File: src/rtl/draw_sprite_regions.sv
// Multi-window bitmap overlay: per-region ROM addressing, latency-matched select pipeline,
// priority resolution and tinting. Optional blink gating is enabled with `define DRAW_BLINK_EN.
module draw_sprite_regions #(
    parameter int                         NUM_REGIONS = 3,
    parameter int                         ADDR_W      = 15,
    parameter int                         ROM_LAT     = 1,
    parameter logic [NUM_REGIONS*11-1:0]  REGION_X0   = {11'd413, 11'd413, 11'd246},
    parameter logic [NUM_REGIONS*10-1:0]  REGION_Y0   = {10'd259, 10'd137, 10'd44},
    parameter logic [NUM_REGIONS*11-1:0]  REGION_W    = {11'd237, 11'd88, 11'd303},
    parameter logic [NUM_REGIONS*10-1:0]  REGION_H    = {10'd119, 10'd88, 10'd40},
    parameter logic [NUM_REGIONS*3-1:0]   REGION_TINT = {3'b111, 3'b111, 3'b111},
    parameter logic [NUM_REGIONS-1:0]     BLINK_MASK  = '0,
    parameter int                         BLINK_LOG2  = 5
) (
    input  logic                          vga_clk,
    input  logic                          rst,
    input  logic [10:0]                   x,
    input  logic [9:0]                    y,
    input  logic                          frame_tick,
    input  logic [NUM_REGIONS-1:0]        region_en,
    output logic [NUM_REGIONS*ADDR_W-1:0] rom_addr,
    input  logic [NUM_REGIONS*2-1:0]      rom_data,
    output logic [1:0]                    r,
    output logic [1:0]                    g,
    output logic [1:0]                    b,
    output logic                          dav
);

    localparam int LAT   = 1 + ROM_LAT;
    localparam int IDX_W = (NUM_REGIONS > 1) ? $clog2(NUM_REGIONS) : 1;

    logic [11:0]            x12;
    logic [11:0]            y12;
    logic [NUM_REGIONS-1:0] hit;
    logic [NUM_REGIONS-1:0] hide;
    logic [NUM_REGIONS-1:0] eligible;

    assign x12 = {1'b0, x};
    assign y12 = {2'b00, y};

    // Per-region window decode and address counter.
    for (genvar i = 0; i < NUM_REGIONS; i++) begin : g_region
        localparam logic [11:0] X0 = {1'b0, REGION_X0[i*11 +: 11]};
        localparam logic [11:0] X1 = X0 + {1'b0, REGION_W[i*11 +: 11]};
        localparam logic [11:0] Y0 = {2'b00, REGION_Y0[i*10 +: 10]};
        localparam logic [11:0] Y1 = Y0 + {2'b00, REGION_H[i*10 +: 10]};

        logic              row_in;
        logic              col_in;
        logic              frame_start;
        logic [ADDR_W-1:0] cnt_q;
        logic [ADDR_W-1:0] base;
        logic [ADDR_W-1:0] addr_q;

        assign row_in      = (y12 >= Y0) && (y12 < Y1);
        assign col_in      = (x12 >= X0) && (x12 < X1);
        assign hit[i]      = row_in && col_in;
        assign frame_start = (y12 == Y0) && (x == 11'd0);
        // A restart at x==0 must also serve a hit on that same pixel when X0 is 0.
        assign base        = frame_start ? '0 : cnt_q;

        always_ff @(posedge vga_clk) begin
            if (rst) begin
                cnt_q  <= '0;
                addr_q <= '0;
            end else if (!row_in) begin
                cnt_q  <= '0;
                addr_q <= '0;
            end else if (hit[i]) begin
                cnt_q  <= base + ADDR_W'(1);
                addr_q <= base;
            end else begin
                cnt_q  <= base;
                addr_q <= '0;
            end
        end

        assign rom_addr[i*ADDR_W +: ADDR_W] = addr_q;
    end

`ifdef DRAW_BLINK_EN
    logic [7:0] frame_cnt;
    logic       unused_cnt;

    always_ff @(posedge vga_clk) begin
        if (rst) begin
            frame_cnt <= 8'd0;
        end else if (frame_tick) begin
            frame_cnt <= frame_cnt + 8'd1;
        end
    end

    assign hide       = frame_cnt[BLINK_LOG2] ? BLINK_MASK : '0;
    assign unused_cnt = ^frame_cnt;
`else
    logic unused_cfg;

    assign hide       = '0;
    assign unused_cfg = frame_tick ^ (^BLINK_MASK) ^ (BLINK_LOG2 == 0);
`endif

    // A hidden or disabled region drops out so a lower-priority region underneath shows through.
    assign eligible = hit & region_en & ~hide;

    logic [IDX_W-1:0] win_idx;
    logic             win_vld;

    always_comb begin
        win_idx = '0;
        win_vld = 1'b0;
        for (int i = NUM_REGIONS - 1; i >= 0; i--) begin
            if (eligible[i]) begin
                win_idx = IDX_W'(i);
                win_vld = 1'b1;
            end
        end
    end

    // Select pipeline: stage LAT-1 lines up with rom_data for the same pixel.
    logic [IDX_W-1:0] sel_idx [LAT];
    logic             sel_vld [LAT];

    always_ff @(posedge vga_clk) begin
        if (rst) begin
            for (int s = 0; s < LAT; s++) begin
                sel_idx[s] <= '0;
                sel_vld[s] <= 1'b0;
            end
        end else begin
            sel_idx[0] <= win_idx;
            sel_vld[0] <= win_vld;
            for (int s = 1; s < LAT; s++) begin
                sel_idx[s] <= sel_idx[s-1];
                sel_vld[s] <= sel_vld[s-1];
            end
        end
    end

    logic [1:0] pix;
    logic [2:0] tint;

    always_comb begin
        pix  = 2'b00;
        tint = 3'b000;
        for (int i = 0; i < NUM_REGIONS; i++) begin
            if (sel_idx[LAT-1] == IDX_W'(i)) begin
                pix  = rom_data[2*i +: 2];
                tint = REGION_TINT[3*i +: 3];
            end
        end
        dav = sel_vld[LAT-1];
        r   = (dav && tint[2]) ? pix : 2'b00;
        g   = (dav && tint[1]) ? pix : 2'b00;
        b   = (dav && tint[0]) ? pix : 2'b00;
    end

endmodule

File: config.mk
export PLATFORM = sky130hd
export DESIGN_NAME = draw_sprite_regions
export DESIGN_NICKNAME = d
export VERILOG_FILES = /design/src/rtl/draw_sprite_regions.sv
export SDC_FILE = /design/constraint.sdc
export NUM_CORES = 1
export LEC_CHECK = 0
export CAP_MARGIN = 30
export CORE_MARGIN = 1.5
export CORE_UTILIZATION = 30
export CTS_CLUSTER_SIZE = 20
export DETAILED_ROUTE_END_ITERATION = 16
export SYNTH_ARGS = -nofsm -noshare
export SYNTH_HDL_FRONTEND = slang
export SYNTH_SLANG_ARGS = --single-unit
File: constraint.sdc
create_clock -name vga_clk -period 3.09 [get_ports vga_clk]
set_clock_uncertainty 0.2 [all_clocks]
set_input_delay 0.618 -clock vga_clk [delete_from_list [all_inputs] [get_ports vga_clk]]
set_output_delay 0.618 -clock vga_clk [all_outputs]
set_load 0.05 [all_outputs]
# After elaboration in Yosys (flattened, before gate mapping)

Memories as Yosys holds them, arrays and structs flattened.
Index checks and enable logic that the tools add are counted.

Input bits: 33
Logic and storage cells: 89
ROM bits: 0
Flip-flop bits (word level): 90
Output and inout port bits: 52
Latch bits: 0
Memories: 2
Memory bits (writable): 6

$mul: 0
$lt $le $gt $ge: 11
Add/sub/neg operators: 3
Div/mod/pow operators: 0
Multiplexer cells: 28
Shifts and indexed selects: 0
Reduce and logical (&&, ||, !) cells: 23
Bitwise logic cells: 11
Eq/ne operators: 5

Memories:

| memory  | words | bits a word | read ports | clocked after Yosys merged registers in | write ports | RTL line | RTL |
|---|---|---|---|---|---|---|---|
| sel_idx | 2     | 2           | 2          | 0                                       | 2           | 120      | `logic [IDX_W-1:0] sel_idx [LAT];` |
| sel_vld | 2     | 1           | 2          | 0                                       | 2           | 121      | `logic sel_vld [LAT];` |

Operators with widths:

| cell                    | count |
|---|---|
| $mux W15                | 6 |
| $add A15 B1 Y15 const B | 3 |
| $lt A11 B10 Y1 const B  | 2 |
| $mux W2                 | 11 |
| $logic_and A1 B1 Y1     | 15 |
| $ge A11 B8 Y1 const B   | 1 |
| $ge A11 B9 Y1 const B   | 1 |
| $logic_not A11 Y1       | 1 |
| $lt A11 B9 Y1 const B   | 1 |
| $eq A10 B6 Y1 const B   | 1 |
| $eq A10 B8 Y1 const B   | 1 |
| $eq A10 B9 Y1 const B   | 1 |
| $ge A10 B6 Y1 const B   | 1 |
| $ge A10 B8 Y1 const B   | 1 |
| $ge A10 B9 Y1 const B   | 1 |
| $lt A10 B7 Y1 const B   | 1 |
| $lt A10 B8 Y1 const B   | 1 |
| $lt A10 B9 Y1 const B   | 1 |
| $mux W3                 | 3 |
| $reduce_or A3 Y1        | 3 |
| $mux W1                 | 8 |
| $not A1 Y1              | 6 |
| $reduce_or A2 Y1        | 3 |
| $or A1 B1 Y1            | 4 |
| 4 further kinds         | 4 |

# Logic depth before layout (Yosys ltp)

Word-level depth: 8
Gate-level depth with buffers: 11
Depth with buffers taken out: 9

# Least setup slack after synthesis

Ideal clock, no wire load.

Path kind: input -> register
Start: in y[6]
End: reg g_region[2].cnt_q[12]
Path slack: -0.134 ns
Data required time: 2.762 ns
Setup time: 0.128 ns
Path buffers: 2
Data arrival time: 2.896 ns
Stages: 11
Cells stage by stage: buf_2 or3_4 or4_4 or2_1 buf_6 and2_1 ha_1 and3_1 o2111ai_1 or4_1 a21oi_1

Longest elaborated chain between the ends: 5
Elaborated cells between the ends (all ways): 11
Those cells by class: 1 x add/sub; 2 x order compare; 1 x eq/ne; 2 x mux; 1 x bitwise; 4 x reduce/logical

Ends and longest elaborated chain:

| element                 | RTL line | RTL |
|---|---|---|
| start: declaration      | 18       | `input logic [9:0] y,` |
| $eq A10 B9 Y1           | 58       | `assign frame_start = (y12 == Y0) && (x == 11'd0);` |
| $logic_and A1 B1 Y1     | 58       |  |
| $mux W15                | 60       | `assign base = frame_start ? '0 : cnt_q;` |
| net g_region[2].base[0] | 52       | `logic [ADDR_W-1:0] base;` |
| $add A15 B1 Y15         | 70       | `cnt_q <= base + ADDR_W'(1);` |
| $mux W15                | 69       | `end else if (hit[i]) begin` |
| end signal: assignment  | 70       |  |
| end signal: assignment  | 73       | `cnt_q <= base;` |
| end: declaration        | 51       | `logic [ADDR_W-1:0] cnt_q;` |

The timed path passes the listed nets, and every way through them passes these cells.
A chain may end at the register's enable or synchronous reset.

# Final worst setup path

Start: in y[7]
End: reg g_region[2].cnt_q[12]

Same word-level chain as after synthesis.

==> out/results.ini <==
[grt]
grtUsageTotal_pct=15.0
overflow=0
grt_max_degree=35
grt_pass1_vias=3685
grt_pass1_wl_um=17900
antenna_found_initial=0

[sta]
drv_slew=0
hold_viol=0
grt_setup_unrepaired=false
fin_crit_sh_pct=97.4
tns_ns=0
tightest_slew_ns=0.554
setup_slack_ns=0.0800
finalCriticalPeriod_ns=3.01
setup_violations=0
max_slew_margin_pct=63.0
fmax_mhz=332
timing.hold.ws_ns=0.235

[logic_synthesis]
synth_area_leaders=dfxtp_1 44%, and2_1 6.5%, o31ai_1 4.8%, or4_1 4.5%, a21oi_1 3.6%
netlist_instances=480
synthFlopType=dfxtp_1
yosys_register_bits=96
synth_edf_count=0
ys_seq_area_share_pct=44.3
avgSynthCellArea_um2=9.04
synthArstFlopShare_pct=0
ys_types=58
synth_top_area_share_pct=44.3
yosys_warnings=0
syn-num-nets=514
synth_area_mm2=0.00434
synth_area_leader_cell=dfxtp_1
synth_commonest_cells=96 x dfxtp_1, 45 x and2_1, 31 x a21oi_1, 28 x o31ai_1, 26 x or4_1
yosysMostFrequentCell=dfxtp_1

[power_and_ir_drop]
peakVddDrop_v=0.000218
p_leak_nw=1.96
pwr_density_cell_mw_per_mm2=424
power_mw=2.61

[layout]
diodes=0
drive_gt1_share_pct=15.4
fill_cells=1370
instances_no_fill=776
multi_input_area_mm2=0.00230
final_area_mm2=0.00615
fin_util_pct=43.9
nets=625
syn2layout_area_growth_pct=41.7
register_area_mm2=0.00192

[placed_design]
place_ws_ns=-0.307
dpl_cell_area_mm2=0.00581
numPortBuffers=83
place_hpwl_um=7920
place_inst=759
routabilityCongestion=0.891

[drt]
detail_route.vias_per_cell=5.25
drt_pre_antenna_iters=4
dr.first_iter.drc_count=190
antenna_left=0
vias=4074
post_drt_wl_per_cell_um=14.1
drc_errors=0
finalWirelength_um=11000

[die]
die_height_um=123
rows=43
start_util_pct=31.0
ios=85
dieArea_mm2=0.0152
core_area_mm2=0.0140
die-width_um=123

[clocking]
numCtsBuffers=9
holdBufCountCts=0
cts.path.max_buffers=2
insertion_delay_ns=0.35
cts_max_level=3
cts_tree=built
root_buffer=clkbuf_16
clk_pin_slew_worst_paths_ns=0.07
cts_sinks=96

[critical_path]
critPathLaunchType=input port
critPathArrivalTime_ns=3.04
cp_max_fo=4
critical_path_required_ns=3.12
critPathCaptureType=register
crit_type=input port to register

[run_status]
status=complete, no violations

[min_path]
hp-class=register to register

[run]
maxCapViolations=0

==> area by class of cell <==
cell class	instances	share of cell area, %
multi-input cells	343	37.4
inverters	9	0.550
repair buffers	132	21.9
flip-flops and latches	96	31.3
clock inverters	6	1.47
clock buffers	10	3.72
well taps	180	3.66
==> flip-flops by register name (all words and copies together), names as in the netlist <==
register,flops
g_region.addr_q,45
g_region.cnt_q,45
sel_idx,4
sel_vld,2
==> worst max-delay path, stage by stage <==
cell	delay [ns]
clkdlybuf4s50_1	0.42
or3_4	0.40
or4_4	0.52
or2_4	0.27
and2_4	0.17
ha_4	0.15
and3_4	0.19
o2111ai_2	0.09
or4_4	0.15
a21oi_1	0.05
==> cells in the final DEF (no fill, tap or decap), drive strengths merged, types with 12 or more instances in the layout <==
master,n
a21oi,31
and2,45
buf,55
clkdlybuf4s50,77
dfxtp,96
nand2,20
nand3,20
nor3,15
nor4,20
o21ai,12
o31ai,28
or4,27
==> final timing paths <==
| kind | cells past startpoint | slack [ns] | to | startpoint |
|---|---|---|---|---|
| setup / recovery | 10 | 0.08 | g_region[2].cnt_q[12] | y[7] |
| hold / removal | 1 | 0.23 | sel_idx[0][2] | sel_idx[0][0] |
| setup reg to reg | 5 | 0.82 | g_region[0].cnt_q[14] | g_region[0].cnt_q[1] |
| hold reg to reg | 1 | 0.23 | sel_idx[0][2] | sel_idx[0][0] |
==> logic make-up (layout without fill, tap and decap cells) <==
logic type,count (synthesis),after routing,synth area share (%)
AND/OR/NAND/NOR,212,212,29.5
AO/OA/AOI/OAI,118,118,19.0
flip-flops,96,96,44.3
buffers and inverters,41,157,4.18
multiplexers,11,11,2.57
adder cells (fa/ha/maj),1,1,0.288
XOR/XNOR,1,1,0.202
==> where the power goes <==
group	switching, mW	internal, mW	total [mW]
Sequential	0.000196	1.24	1.24
Combinational	0.0849	0.0909	0.176
Clock	0.480	0.714	1.19
Total	0.565	2.04	2.61
==> per-layer routing <==
layer	global-route usage [%]	routed length, um
met4	5.89	141
met5	0	0
met1	20.3	5270
met2	22.7	4890
met3	3.74	665
==> repair_timing <==
| action | CTS | global route |
|---|---|---|
| setup buffers | 0 | 1 |
| setup endpoints to repair | 0 | 4 |
| gates resized for setup | 0 | 3 |
Power figures use the tool's default switching activity.
==> RTL change 1, RTL diff (same flow settings) <==
Register the output `b`, with the module's reset; this adds one clock of latency there. The other outputs are not delayed to match.
--- a/src/rtl/draw_sprite_regions.sv
+++ b/src/rtl/draw_sprite_regions.sv
@@ -28,6 +28,8 @@
 
     localparam int LAT   = 1 + ROM_LAT;
     localparam int IDX_W = (NUM_REGIONS > 1) ? $clog2(NUM_REGIONS) : 1;
+
+    logic [1:0] b_d;
 
     logic [11:0]            x12;
     logic [11:0]            y12;
@@ -151,7 +153,15 @@
         dav = sel_vld[LAT-1];
         r   = (dav && tint[2]) ? pix : 2'b00;
         g   = (dav && tint[1]) ? pix : 2'b00;
-        b   = (dav && tint[0]) ? pix : 2'b00;
+        b_d = (dav && tint[0]) ? pix : 2'b00;
+    end
+
+    always_ff @(posedge vga_clk) begin
+        if (rst) begin
+            b <= '0;
+        end else begin
+            b <= b_d;
+        end
     end
 
 endmodule
Function: changed (Yosys sat finds a counterexample within 4 cycles, from zero or initial values).
==> RTL change 1 against the original RTL <==
  * Worst hold slack got worse by 0.0029 ns
  * Die area down 4.7%
  * Total power down 2.6%
  * Cell count shrank 4.1%
  * Setup slack improved by 0.22 ns
  * Wire length down 11%
  * Count of clock-buffer cells in the layout increased by 1
  * Design area down 6.1%
  * Fmax grew 7.7%
  * Largest cell class unchanged
  * Sequential cell count up 2
  * Area after synthesis is 4.8% lower
  * Critical path depth down 1
==> RTL change 1: results (changes against the original RTL) <==
Final nets = 598 (-4.3%)
Footprint of the multi-input gates = 0.00203 sq mm (-12%)
Compound-cell area share of the yosys netlist = 8.12% (-11 points)
Inverters = 13 (+4)
Final Wtd Congestion = 0.848 (-4.8%)
M1 WL = 4400 microns (-17%)
Synth unique cells = 61 (+5.2%)
Routed vias = 3558 (-13%)
Fill cells = 1323 (-3.4%)
Clock-pin slew on the worst setup and hold paths = 0.06 ns
#MultiIn Comb = 316 (-7.9%)
Largest net degree at the start of global routing = 20 (-43%)
Crit-path max FO = 5 (+1)
Worst EP arrival = 2.83 ns (-0.21 ns)
Resized cells post-CTS = 0 (unchanged)
Initial antenna violation count = 0 (unchanged)
Non-clock buffers = 126 (-4.5%)
Status = complete, no violations
Initial DRC count = 184 (-3.2%)
Top cells by count, synth = dfxtp_1, nor2_1, and2_1
Net Count, Synth = 478 (-7.0%)
Sequential cells = 98 (+2.1%)
Clk tree area frac = 5.27% (+0.077 points)
Slew @ Worst Pin = 0.544 ns (-0.00991 ns)
Sequential fraction of the synthesis area = 47.5% (+3.2 points)
GR Util met2 = 23.1% (+0.36 points)
Layout non-clock buf frac = 20.9% (-1.0 points)
Total wire length = 9790 microns (-11%)
Worst path slowest cell = or4_1
All-Layer GR Usage = 14.3% (-0.65 points)
Detailed placement HPWL = 7430 microns (-6.2%)
Met3 Usage GRT = 3.68% (-0.057 points)
Met2 WL = 4610 microns (-5.8%)
Synth area leader = dfxtp_1
Post-synthesis cell count = 444 (-7.5%)
Worst path max stage delay = 0.54 ns (+0.02 ns)
Clock buffer cells = 11 (+1)
Vias in the first global route = 3457 (-6.2%)
Peak VDD IR = 249 uV (+14%)
Met3 routed WL = 580 microns (-13%)
Leakage = 1.91 nW (-2.3%)
Synth top area cells = dfxtp_1, and2_1, xnor2_1
Area share of fa/ha/maj cells after synthesis = 0.303% (+0.014 points)
Global-route wire length before repair = 16500 microns (-7.7%)
XOR/XNOR Fraction of Synth Area = 8.06% (+7.9 points)
Met1 usage = 17.8% (-2.5 points)
RTL change 1: power breakdown:
group	switching, mW	internal (mW)	total (mW)
clock network	0.458	0.666	1.12
logic	0.0723	0.0782	0.151
registers	0.000136	1.26	1.26
total	0.530	2.01	2.54
RTL change 1: metrics by stage:
stage | power [mW] | cells | instance area [sq um] | worst slack, ns
3_3_place_gp | 1.44 | 729 | 5470 | -0.0149
3_5_place_dp | 1.44 | 729 | 5470 | -0.0921
2_1_floorplan | 1.34 | 444 | 4130 | 0.631
4_1_cts | 2.57 | 744 | 5770 | 0.280
5_1_grt | 2.64 | 744 | 5770 | 0.0453
6_report | 2.54 | 744 | 5770 | 0.296
RTL change 1: worst paths after layout:
kind	startpoint	endpoint	slack [ns]	depth (start not counted)
max	y[4]	g_region[2].cnt_q[12]	0.30	9
min	sel_vld[0][0]	sel_vld[0][1]	0.23	1
max reg2reg	g_region[2].cnt_q[2]	g_region[2].cnt_q[13]	1.05	6
min reg2reg	sel_vld[0][0]	sel_vld[0][1]	0.23	1
==> RTL change 2, RTL diff (config.mk and constraints unchanged) <==
Made on the original files. `ADDR_W`: 15 -> 16.
--- a/src/rtl/draw_sprite_regions.sv
+++ b/src/rtl/draw_sprite_regions.sv
@@ -2,7 +2,7 @@
 // priority resolution and tinting. Optional blink gating is enabled with `define DRAW_BLINK_EN.
 module draw_sprite_regions #(
     parameter int                         NUM_REGIONS = 3,
-    parameter int                         ADDR_W      = 15,
+    parameter int                         ADDR_W      = 16,
     parameter int                         ROM_LAT     = 1,
     parameter logic [NUM_REGIONS*11-1:0]  REGION_X0   = {11'd413, 11'd413, 11'd246},
     parameter logic [NUM_REGIONS*10-1:0]  REGION_Y0   = {10'd259, 10'd137, 10'd44},
Ports: changed (resized rom_addr); port bits go from 85 to 88. No check against the original RTL was run, so the function may have changed too.
==> RTL change 2 against the original RTL <==
  * Design area up 3.9%
  * Die area increased by 5.3%
  * Highest routed layer unchanged
  * Wire length up 6.4%
  * Register-to-register slack better by 0.05 ns
  * Total power fell by 0.71%
  * Critical path type unchanged
  * Sequential cell count is 6 higher
  * Largest power group unchanged
  * Critical path depth did not move
  * Setup slack gained 0.087 ns
  * Critical endpoint is now g_region[1].cnt_q[6]
  * Area after synthesis is 5.5% higher
  * Non-clock buffer count increased by 18
  * Utilization down 0.48 points
==> RTL change 2: results (changes against the original RTL) <==
All-Layer GR Usage = 14.9% (-0.085 points)
Worst path max stage delay = 0.48 ns (-0.04 ns)
Vias per cell = 5.16 (-1.7%)
Sequential fraction of the synthesis area = 44.6% (+0.32 points)
Launch point of the worst path = x[4]
Synth top area cells = dfxtp_1, and2_1, o31ai_1
Ys flop type = dfxtp_1
Worst path slowest cell = clkdlybuf4s50_1
Total wire length = 11700 microns (+6.4%)
Global-route wire length before repair = 19300 microns (+8.2%)
Initial antenna violation count = 0 (unchanged)
Clock buffer depth = 2 (unchanged)
Placement Cell Area = 0.00608 sq mm (+4.6%)
Synth unique cells = 61 (+5.2%)
Largest net degree at the start of global routing = 35 (unchanged)
Detailed placement HPWL = 8700 microns (+9.9%)
Biggest regs = g_region.addr_q: 48 flops, g_region.cnt_q: 48 flops, sel_idx: 4 flops
Vias in the first global route = 4062 (+10%)
Top cells by count, synth = dfxtp_1, and2_1, a21oi_1
Final Wtd Congestion = 0.852 (-4.3%)
Worst-Skew Late Latency = 0.35 ns (about the same)
Peak VDD IR = 243 uV (+11%)
TritonCTS buffer count = 9 (unchanged)
Highest Signal Layer = met4
Ys async rst share = 0% (unchanged)
Place WS = -0.300 ns (+0.00740 ns)
H-tree levels = 3 (unchanged)
Worst min path class = reg -> reg
Met3 routed WL = 462 microns (-31%)
Leakage = 2.13 nW (+8.8%)
Critical path's top delay family = simple AND/OR/NAND/NOR gates
Net Count, Synth = 539 (+4.9%)
Fill cells = 1399 (+2.1%)
Placed cells = 805 (+6.1%)
HP Start = sel_vld[0][0]
YS warnings = 0 (unchanged)
Status = complete, no violations
Post-synthesis cell count = 503 (+4.8%)
Final std cells w/o fill = 822 (+5.9%)
Final nets = 669 (+7.0%)
Crit-path max FO = 6 (+2)
Ant diodes = 0 (unchanged)
Met2 WL = 5600 microns (+14%)
Crit Reg-Reg Startpoint = g_region[2].cnt_q[5]
Clock-pin slew on the worst setup and hold paths = 0.07 ns (about the same)
Drt pass-1 iters = 4 (unchanged)
Max_slew headroom = 46.1% (-17 points)
Root buffer selected by CTS = clkbuf_16
Share of cells above drive strength 1 = 16.3% (+0.86 points)
M1 WL = 5430 microns (+2.9%)
Port bufs = 86 (+3.6%)
Initial DRC count = 230 (+21%)
==> RTL change 2: metrics by stage <==
stage | utilization, % | power [mW]
final | 43.5 | 2.59
after global routing | 43.5 | 2.70
after CTS | 43.3 | 2.63
after detailed placement | 41.4 | 1.52
after global placement | 41.4 | 1.52
after floorplan | - | 1.41
==> RTL change 2: final timing paths <==
| check | end | cells after the start | slack, ns |
|---|---|---|---|
| max | g_region[1].cnt_q[6] | 10 | 0.17 |
| min | sel_vld[0][1] | 1 | 0.26 |
| max reg2reg | g_region[2].cnt_q[11] | 5 | 0.87 |
| min reg2reg | sel_vld[0][1] | 1 | 0.26 |
==> RTL change 2: what timing repair did <==
item                                    4_1_cts  5_1_grt
gates resized for setup                       0        5
hold buffers                                  0        0
endpoints found under the setup margin        0        9
buffers inserted                              0        1
==> RTL change 2: final cells by class <==
| type | count | area, sq um | share of cell area, % |
|---|---|---|---|
| Tap cell | 184 | 230 | 3.60 |
| Sequential cell | 102 | 2040 | 32.0 |
| Multi-Input combinational cell | 363 | 2370 | 37.1 |
| Clock inverter | 6 | 52.6 | 0.823 |
| Timing Repair Buffer | 150 | 1440 | 22.5 |
| Inverter | 7 | 26.3 | 0.411 |
| Clock buffer | 10 | 229 | 3.58 |
==> RTL change 2: metal layers <==
metal  global-route usage, %  vias up
met5                       0        -
met4                    5.68        0
met3                    3.12       14
met2                    24.6       89
met1                    19.0     1997
li1                        -     2142
==> RTL change 2: power by group <==
part	leakage [nW]	internal [mW]	switching [mW]	total (mW)
Combinational	1.17	0.0904	0.0880	0.178
Clock	0.137	0.563	0.533	1.10
Sequential	0.821	1.31	0.000144	1.31
Total	2.13	1.97	0.621	2.59
==> RTL change 2: logic make-up after synthesis <==
family	Yosys count	share of synthesized area, %
buffers and inverters	38	4.21
flip-flops	102	44.6
XOR/XNOR	2	0.383
AND/OR/NAND/NOR	232	31.0
multiplexers	3	0.683
AO/OA/AOI/OAI	123	18.3
adder cells (fa/ha/maj)	3	0.820
